[src/rtl/rr_arb16.sv]
// rr_arb16: 16-requester round-robin arbiter with grant hold, ack/withdraw release and watchdog timeout
//   clk     - clock, rising edge
//   rst     - asynchronous active-low reset
//   req     - request vector, bit i = requester i
//   ack     - single-cycle pulse, resource done with current grant
//   gnt     - registered one-hot grant, zero when idle
//   gnt_idx - binary index of the granted requester (valid with gnt_vld)
//   gnt_vld - a grant is active (|gnt)
//   to_err  - one-cycle pulse when a grant is revoked by timeout
//   ptr     - current round-robin priority pointer
module rr_arb16 #(
  parameter int unsigned N       = 16,
  parameter int unsigned LN      = 4,
  parameter int unsigned TO_W    = 8,
  parameter int unsigned TIMEOUT = 200
) (
  input  logic          clk,
  input  logic          rst,
  input  logic [N-1:0]  req,
  input  logic          ack,
  output logic [N-1:0]  gnt,
  output logic [LN-1:0] gnt_idx,
  output logic          gnt_vld,
  output logic          to_err,
  output logic [LN-1:0] ptr
);
  typedef enum logic {IDLE, BUSY} state_t;
  state_t state;
  logic [TO_W-1:0] cnt;
  logic [LN-1:0] arb_p;
  logic [LN:0] win;
  logic busy, wdraw, tmo;
  // first set bit at or above p, wrapping; scanning downward lets the closest index win
  function automatic logic [LN:0] pick(input logic [LN-1:0] p, input logic [N-1:0] r);
    pick = '0;
    for (int k = N - 1; k >= 0; k--)
      if (r[p + LN'(k)]) pick = {1'b1, p + LN'(k)};
  endfunction
  always_comb begin
    busy  = state == BUSY;
    arb_p = busy ? gnt_idx + LN'(1) : ptr;
    win   = pick(arb_p, req);
    wdraw = busy && !ack && !req[gnt_idx];
    tmo   = busy && !ack && req[gnt_idx] && TIMEOUT != 0 && cnt == TO_W'(TIMEOUT);
  end
  assign gnt_vld = |gnt;
  always_ff @(posedge clk or negedge rst)
    if (!rst) begin
      state   <= IDLE;
      gnt     <= '0;
      gnt_idx <= '0;
      to_err  <= 1'b0;
      ptr     <= '0;
      cnt     <= '0;
    end else begin
      to_err <= tmo;
      if (!busy || ack) begin
        if (busy) ptr <= gnt_idx + LN'(1);
        if (win[LN]) begin
          state   <= BUSY;
          gnt     <= N'(1) << win[LN-1:0];
          gnt_idx <= win[LN-1:0];
          cnt     <= TO_W'(1);
        end else begin
          state <= IDLE;
          gnt   <= '0;
          cnt   <= '0;
        end
      end else if (wdraw || tmo) begin
        state <= IDLE;
        gnt   <= '0;
        cnt   <= '0;
        ptr   <= gnt_idx + LN'(1);
      end else if (cnt != '1) begin
        cnt <= cnt + TO_W'(1);
      end
    end
endmodule

[config.mk]
export PLATFORM = sky130hd
export DESIGN_NAME = rr_arb16
export DESIGN_NICKNAME = d
export VERILOG_FILES = /design/src/rtl/rr_arb16.sv
export SDC_FILE = /design/constraint.sdc
export NUM_CORES = 1
export LEC_CHECK = 0
export ABC_CLOCK_PERIOD_IN_PS = 4700
export BUFFER_PORTS_ARGS = -buffer_cell sky130_fd_sc_hd__buf_2
export CAP_MARGIN = 25
export CORE_ASPECT_RATIO = 0.75
export CORE_MARGIN = 2
export CORE_UTILIZATION = 55
export DETAILED_ROUTE_END_ITERATION = 6
export HOLD_SLACK_MARGIN = 0.05
export PLACE_DENSITY_LB_ADDON = 0.05
export SLEW_MARGIN = 0
export SYNTH_ARGS = -nofsm -noshare
export SYNTH_HDL_FRONTEND = slang
export SYNTH_SLANG_ARGS = --single-unit
[constraint.sdc]
create_clock -name clk -period 4.7 [get_ports clk]
set_input_delay 0.47 -clock clk [delete_from_list [all_inputs] [get_ports clk]]
set_output_delay 0.47 -clock clk [all_outputs]
set_load 0.02 [all_outputs]
; Word-level counts from Yosys, hierarchy flattened
; Cells that the tools add are included.
[word_totals]
out_inout_bits = 26
rom_bits = 0
ram_bits = 0
regBits = 34
memories = 0
latch_bits = 0
input_bits = 19
[op_classes]
n_reduce_logical = 13
eq_ne = 2
magnitude_cmp = 17
n_mux = 63
n_addsub = 17
n_bitwise = 0
n_shift = 1
mul = 0
div = 0
[op_table]
columns = operator, n
row1 = "4-bit by 5-bit < comparator with 1-bit output, second input constant", 17
row2 = 5-bit 2-to-1 mux, 16
row3 = 1-bit binary-select mux with 4-bit select, 17
row4 = 16-bit 2-to-1 mux, 3
row5 = "4-bit adder, second input constant", 8
row6 = 8-bit 2-to-1 mux, 3
row7 = 1-bit 2-to-1 mux, 21
row8 = "4-bit by 3-bit adder with 4-bit output, second input constant", 4
row9 = 16-bit OR reduction, 1
row10 = "1-bit by 4-bit left shift with 16-bit output, first input constant", 1
row11 = 4-bit 2-to-1 mux, 3
row12 = "4-bit by 1-bit adder with 4-bit output, second input constant", 2
row13 = "4-bit by 2-bit adder with 4-bit output, second input constant", 2
row14 = "8-bit by 1-bit adder with 8-bit output, second input constant", 1
row15 = "8-bit equality test, second input constant", 1
row16 = "8-bit != test, second input constant", 1
row17 = 1-bit logical AND, 4
row18 = 1-bit logical NOT, 3
row19 = 3-bit nonzero test, 1
row20 = 1-bit logical OR, 2
row21 = 2-bit AND reduction, 1
row22 = 2-bit nonzero test, 1

; Depth between registers and ports, before layout
; Gate-level depths: netlist of run 1.
[logic_depth]
depth_word = 24
mapped_depth = 16
mapped_depth_nobuf = 14

; Least setup slack after synthesis of run 1
; Ideal clock, no wire load.
[synth_path]
path_type = register to register
start = register gnt_idx[0]
end = register gnt[5]
setup_time_ps = 68
path_slack_ps = 39
t_arrival_ps = 4593
path_buffers = 1
stages_incl_launch_ff = 15
t_required_ps = 4632
path_cell_list = dfrtp_1 > ha_1 > mux2i_1 > inv_2 > buf_2 > ha_1 > xnor2_1 > mux4_1 > mux2_2 > or4_1 > a31oi_1 > or4b_4 > o22ai_4 > nor3_1 > a32o_1
[synth_via]
elab_chain_len = 24
[synth_lines]
columns = item, line
row1 = start: declaration, 22  ; output logic [LN-1:0] gnt_idx,
row2 = start signal: assignment, 62  ; gnt_idx <= win[LN-1:0];
row3 = 4-bit by 1-bit adder with 4-bit output, 41  ; arb_p = busy ? gnt_idx + LN'(1) : ptr;
row4 = 4-bit 2-to-1 mux, --
row5 = 4-bit adder, 37  ; if (r[p + LN'(k)]) pick = {1'b1, p + LN'(k)};
row6 = 1-bit binary-select mux with 4-bit select, 37
row7 = 1-bit 2-to-1 mux (not written as such), 37
row8 = 5-bit 2-to-1 mux (16 in series), 37
row9 = 1-bit by 4-bit left shift with 16-bit output, 61  ; gnt <= N'(1) << win[LN-1:0];
row10 = 16-bit 2-to-1 mux, 59  ; if (win[LN]) begin
row11 = 16-bit 2-to-1 mux, 57  ; if (!busy || ack) begin
row12 = end signal: assignment, 61
row13 = end: declaration, 21  ; output logic [N-1:0] gnt,
; Parallel ways exist; a longest one is shown, timed or not. The select of a mux whose other input is x is not followed.
; A chain may end at the register's enable or synchronous reset.

; Worst setup path after layout of run 1
[layout_path]
start = register state, in the netlist busy
end = register gnt[5]
[layout_via]
elab_chain_len = 23
[layout_lines]
columns = item, line
row1 = start: declaration, 28  ; state_t state;
row2 = start signal: assignment, 49  ; state <= IDLE;
row3 = start signal: assignment, 60  ; state <= BUSY;
row4 = start signal: assignment, 65  ; state <= IDLE;
row5 = 4-bit 2-to-1 mux, --
row6 = 4-bit adder, 37
row7 = 1-bit binary-select mux with 4-bit select, 37
row8 = 1-bit 2-to-1 mux (not written as such), 37
row9 = 5-bit 2-to-1 mux (16 in series), 37
row10 = 1-bit by 4-bit left shift with 16-bit output, 61
row11 = 16-bit 2-to-1 mux, 59
row12 = 16-bit 2-to-1 mux, 57
; Parallel ways exist; a longest one is shown, timed or not. The select of a mux whose other input is x is not followed.

==> results.sh, run 1 <==
export IMPL_status="finished clean"
export IMPL_core_area_mm2=0.00693
export IMPL_cts_setup_buffers=0
export IMPL_cts_sinks=34
export IMPL_areaGrowthSynthToFinish_pct=12.8
export IMPL_vias=4044
export IMPL_synth_most_common_cell="nand2_1"
export IMPL_die_y_um=78.0
export IMPL_antenna_found_initial=0
export IMPL_gp_congestion=1.01
export IMPL_die_area_mm2=0.00800
export IMPL_synth_edf_count=0
export IMPL_finClkSkew_ns=0.0104
export IMPL_htreeDepth=2
export IMPL_cp_slowest_stage_delay_ns=0.58
export IMPL_synth_largest_area_cell="dfrtp_1"
export IMPL_drv_cap=0
export IMPL_drt_initial_drc_count=355
export IMPL_crit_type="flop to flop"
export IMPL_cts_buffer_depth=2
export IMPL_synth_top_cell_area_share=0.212
export IMPL_ys_ff_latch=34
export IMPL_drc=0
export IMPL_grt_pass1_wl_um=20400
export IMPL_ys_flop_type="dfrtp_1"
export IMPL_hold_viol=0
export IMPL_ys_seq_area_frac=0.212
export IMPL_rsz0062_at_grt="no"
export IMPL_r2r_cells=13
export IMPL_maxSlewHeadroom=0.503
export IMPL_path_max_fanout=22
export IMPL_clk_pin_slew_worst_paths_ns=0.08
export IMPL_synthTopCellsByCount="37 x nand2_1, 34 x dfrtp_1, 27 x nor2_1, 23 x nand3_1, 22 x mux2i_1"
export IMPL_fin_crit_ns=4.50
export IMPL_viasPerCell=6.87
export IMPL_cp_slowest_cell="dfrtp_1"
export IMPL_cp_buffers_inverters=2
export IMPL_yosysWarnings=0
export IMPL_synth_cell_area_mm2=0.00401
export IMPL_max_freq_ghz=0.222
export IMPL_required_ns=4.93
export IMPL_slew_violations=0
export IMPL_grt_max_degree=35
export IMPL_path_cells="nor2b_2, nor2_8, inv_4, buf_4, mux2_1, mux4_2, mux2_2, a211o_1, a211o_1, o211a_1, o22ai_2, nor2b_1, a32o_1"
export IMPL_dr_pass1_iters=4
export IMPL_antenna_left=0
export IMPL_rows=26
export IMPL_initial_core_util=0.579
export IMPL_syn_nets=468
export IMPL_wire_per_inst_um=21.2
export IMPL_portBuffers=44
export IMPL_grt_pass1_vias=3773
export IMPL_min_path_type="input port to asynchronous set/reset pin"
export IMPL_grtUsageTotal=0.328
export IMPL_cp_depth=13
export IMPL_cp_start_kind="flop"
export IMPL_setup_tns_ns=0
export IMPL_diodes=0
export IMPL_hpwl_um=9890
export IMPL_wirelength_um=12500
export IMPL_n_fill_cell=615
export IMPL_async_flop_share=1.00
export IMPL_cts_tree="yes"
export IMPL_setup_viol=0
export IMPL_die_w_um=103
export IMPL_endpoint_kind="flop"
export IMPL_syn_inst=440
export IMPL_timing_critical_path_mode_cell="a211o_1"
export IMPL_cts_buffers=5
export IMPL_max_slew_worst_pin_slew_ns=0.746
export IMPL_cpLargestDelayFamily="multiplexers"
export IMPL_fin_nets=518
export IMPL_synth_area_top_cells="dfrtp_1 21%, mux4_2 8.4%, mux2i_1 5.5%, mux2_2 4.8%, xnor2_1 3.5%"
export IMPL_grt_ovfl_total=0
export IMPL_post_route_period_util=0.957
export IMPL_clock_latency_ns=0.29
export IMPL_synth_cell_types=78
export IMPL_drive_above_1_share=0.255
export IMPL_cts_root_buf="clkbuf_8"
export IMPL_io_pins=45
export IMPL_arrival_ns=4.73
export IMPL_post_synth_cell_area_avg_um2=9.12
-- area by class of cell --
type / instances / area, um2 / area share
timing repair buffer: 64 / 370 / 0.0819
tap: 98 / 123 / 0.0271
clock buffer: 5 / 68.8 / 0.0152
inverter: 7 / 28.8 / 0.00636
sequential: 34 / 851 / 0.188
clock inverter: 3 / 45.0 / 0.00996
multi-input combinational: 378 / 3040 / 0.671
-- sequential cells by signal (all words and copies together), names as in the netlist --
name     flops
gnt_idx      4
cnt          8
busy         1
to_err       1
ptr          4
gnt         16
-- layer usage --
layer	track usage	share of wire	wire length (um)
met5	0	0	0
met4	0.0520	0.013	168
met3	0.105	0.12	1550
met2	0.439	0.40	5030
met1	0.516	0.46	5760
-- per-stage QoR --
stage               area [um2]  utilization  setup slack [ns]  std cells  hold slack [ns]
floorplan                 4010            -            0.0389        440            0.174
global placement          4390        0.634             0.268        581            0.502
detailed placement        4390        0.634             0.136        581            0.508
CTS                       4510        0.650             0.127        589            0.267
global route              4520        0.653            0.0479        589            0.310
finish                    4520        0.653             0.200        589            0.236
-- cell usage in the layout (no fill, tap or decap), drive strengths merged, types with 10 or more instances in the layout --
cell type and instances:
buf 64, nand2 37, dfrtp 34, nor2 28, nand3 23, mux2 23
mux2i 22, o21ai 22, mux4 19, nand4 17, xnor2 16, and2 14
a21oi 13, o211ai 11, and3 10
-- logic make-up (layout without fill, tap and decap cells) --
group | count (synthesis) | count (layout) | share of synthesized area
and+or+nand+nor | 170 | 170 | 0.229
AOI/OAI and AO/OA | 116 | 116 | 0.223
muxes | 64 | 64 | 0.231
DFF | 34 | 34 | 0.212
buffers and inverters | 28 | 79 | 0.0352
xor gates and xnor gates | 19 | 19 | 0.0415
adders and majority gates | 9 | 9 | 0.0281
-- path summary, 6_finish.rpt --
path / start / endpoint / slack, ns
worst max-delay path: busy / gnt[5] / 0.20
worst min-delay path: rst / gnt[9] / 0.24
worst max register to register: busy / gnt[5] / 0.20
worst min register to register: gnt[12] / gnt[12] / 0.52
max in group asynchronous: rst / cnt[1] / 3.98
min in group clk: gnt[12] / gnt[12] / 0.52
-- repair_timing --
item,4_1_cts,5_1_grt
hold buffers,0,0
resized for setup,0,5
setup endpoints to repair,0,17
Power of run 1 is left out: the tool's default activity adds up to more than one toggle a clock period on the data nets, which glitch-free logic cannot reach.
==> inputs of run 2 (changes only) <==
--- a/config.mk
+++ b/config.mk
@@ -5,12 +5,13 @@
 export SDC_FILE = /design/constraint.sdc
 export NUM_CORES = 1
 export LEC_CHECK = 0
+export ABC_AREA = 1
 export ABC_CLOCK_PERIOD_IN_PS = 4700
 export BUFFER_PORTS_ARGS = -buffer_cell sky130_fd_sc_hd__buf_2
 export CAP_MARGIN = 25
-export CORE_ASPECT_RATIO = 0.75
+export CORE_ASPECT_RATIO = 1.75
 export CORE_MARGIN = 2
-export CORE_UTILIZATION = 55
+export CORE_UTILIZATION = 54
 export DETAILED_ROUTE_END_ITERATION = 6
 export HOLD_SLACK_MARGIN = 0.05
 export PLACE_DENSITY_LB_ADDON = 0.05
==> run 2 against run 1 <==
Net effect:
- die area rose by 0.47%
- synthesized cell count rose by 48%
- area after synthesis fell by 1.6%
- cell count rose by 32%
- core utilization fell by 4.9 points
- first-iteration DRC count rose by 36%
- critical path type unchanged
- clock skew fell by 0.0010 ns
- non-clock buffer count fell by 13
- via count rose by 10%
- sequential cell count did not move
- critical endpoint is now gnt[14]
==> results.sh, run 2 <==
export IMPL_dr_pass1_iters=7
export IMPL_drt_initial_drc_count=484
export IMPL_hpwl_um=10500
export IMPL_ctsHoldBuffers=0
export IMPL_vias=4452
export IMPL_syn_inst=653
export IMPL_grt_pass1_vias=4218
export IMPL_synth_most_common_cell="nand2_1"
export IMPL_cts_sinks=34
export IMPL_rsz0062_at_grt="no"
export IMPL_crit_type="flop to flop"
export IMPL_r2r_cells=25
export IMPL_grtUsageTotal=0.353
export IMPL_setup_viol=0
export IMPL_areaGrowthSynthToFinish_pct=9.13
export IMPL_path_max_fanout=17
export IMPL_status="finished clean"
export IMPL_reg2reg_setup_slack_ns=0.42
export IMPL_ys_ff_latch=34
export IMPL_diodes=0
export IMPL_grt_max_degree=35
export IMPL_synthTopCellsByCount="221 x nand2_1, 106 x nand3_1, 77 x inv_1, 34 x dfrtp_1, 31 x o21ai_0"
export IMPL_die_w_um=68.6
export IMPL_die_y_um=117
export IMPL_core_area_mm2=0.00713
export IMPL_grt_pass1_wl_um=20700
export IMPL_cp_start_kind="flop"
export IMPL_max_freq_ghz=0.234
export IMPL_fin_nets=720
export IMPL_wire_per_inst_um=17.1
export IMPL_cts_tree="yes"
export IMPL_yosys_mux_area_fraction=0
export IMPL_cpLargestDelayFamily="simple AND/OR/NAND/NOR gates"
export IMPL_ys_flop_type="dfrtp_1"
export IMPL_endpoint_kind="flop"
export IMPL_post_route_period_util=0.910
export IMPL_hold_viol=0
export IMPL_wirelength_um=13300
export IMPL_slew_violations=0
export IMPL_synth_edf_count=0
export IMPL_cp_slowest_cell="dfrtp_1"
export IMPL_htreeDepth=2
export IMPL_die_area_mm2=0.00804
export IMPL_drc=0
export IMPL_synth_top_cell_area_share=0.216
export IMPL_synthXorXnorAreaFrac=0.0235
export IMPL_largestRegisters="gnt x16, cnt x8"
export IMPL_synth_area_top_cells="dfrtp_1 22%, nand2_1 21%, nand3_1 13%, inv_1 7.3%, o21ai_0 3.9%"
export IMPL_r2r_start="gnt_idx[0]"
export IMPL_drv_cap=0
export IMPL_gp_congestion=1.06
export IMPL_post_cts_resized=0
export IMPL_synth_compound_area_frac=0.119
export IMPL_portBuffers=44
export IMPL_largest_reg_flops=16
export IMPL_synth_cell_types=38
export IMPL_io_pins=45
export IMPL_clk_pin_slew_worst_paths_ns=0.06
export IMPL_setup_tns_ns=0
export IMPL_synthSimpleGateAreaFrac=0.489
export IMPL_required_ns=4.92
export IMPL_cts_buffer_depth=2
export IMPL_drive_above_1_share=0.181
export IMPL_final_common_cell="nand2_1"
export IMPL_finClkSkew_ns=0.00936
export IMPL_arrival_ns=4.50
export IMPL_antenna_left=0
export IMPL_n_fill_cell=736
export IMPL_yosysWarnings=0
export IMPL_cts_root_buf="clkbuf_16"
export IMPL_yosys_area_share_adder=0.0285
export IMPL_rows=41
export IMPL_antenna_found_initial=0
export IMPL_cts_setup_buffers=0
export IMPL_cp_buffers_inverters=3
export IMPL_cp_slowest_stage_delay_ns=0.71
export IMPL_initial_core_util=0.554
export IMPL_grt_ovfl_total=0
export IMPL_timing_critical_path_mode_cell="nand2_1"
export IMPL_cts_buffers=5
export IMPL_synth_largest_area_cell="dfrtp_1"
export IMPL_max_slew_worst_pin_slew_ns=0.769
export IMPL_ys_seq_area_frac=0.216
export IMPL_post_synth_cell_area_avg_um2=6.05
export IMPL_async_flop_share=1.00
export IMPL_synth_top_family_by_area="simple AND/OR/NAND/NOR gates"
export IMPL_top_register="gnt"
export IMPL_min_path_type="input port to asynchronous set/reset pin"
export IMPL_maxSlewHeadroom=0.487
export IMPL_final_cell_mix="221 x nand2_1, 106 x nand3_1, 77 x inv_1, 44 x buf_2, 34 x dfrtp_1"
export IMPL_clock_latency_ns=0.28
export IMPL_viasPerCell=5.72
export IMPL_r2r_end="gnt[14]"
export IMPL_synth_cell_area_mm2=0.00395
export IMPL_fin_crit_ns=4.28
export IMPL_syn_nets=681
-- run 2: cell families after synthesis --
logic type,count (synthesis)
AND/OR/NAND/NOR,415
XOR/XNOR,8
adder cells (fa/ha/maj),9
buffers and inverters,106
AO/OA/AOI/OAI,81
flip-flops,34
-- run 2: per-layer routing --
layer	global-route usage	vias to the layer above	routed length (um)
met4	0.264	0	1120
met2	0.623	180	6810
met5	0	-	0
li1	-	2174	-
met1	0.354	2041	4610
met3	0.0621	57	783
-- run 2: worst max path at each step --
stage | startpoint | end | depth (start not counted)
after global placement | gnt_idx[0] | gnt[14] | 25
after floorplan | gnt_idx[0] | gnt[7] | 26
after global routing | gnt_idx[0] | gnt[14] | 25
after detailed placement | gnt_idx[0] | gnt[4] | 29
after CTS | gnt_idx[0] | gnt[4] | 29
final | gnt_idx[0] | gnt[14] | 25
-- run 2: through the flow --
stage	area [um2]	util	instances	hold WS (ns)	setup slack [ns]
floorplan	3950	-	653	0.174	1.27
global placement	4170	0.585	771	0.484	0.663
detailed placement	4170	0.585	771	0.483	0.569
CTS	4310	0.604	778	0.274	0.524
global route	4310	0.604	778	0.330	0.00314
finish	4310	0.604	778	0.263	0.421
-- run 2: final cells by class --
type                    count  area, um2  share of cell area
multi-input cells         513       2610               0.605
flip-flops and latches     34        851               0.198
inverters                  87        337              0.0781
repair buffers             51        273              0.0633
clock buffers               5        125              0.0290
well taps                  86        108              0.0250
clock inverters             2       10.0             0.00232
Power of run 2 is left out for the same reason.
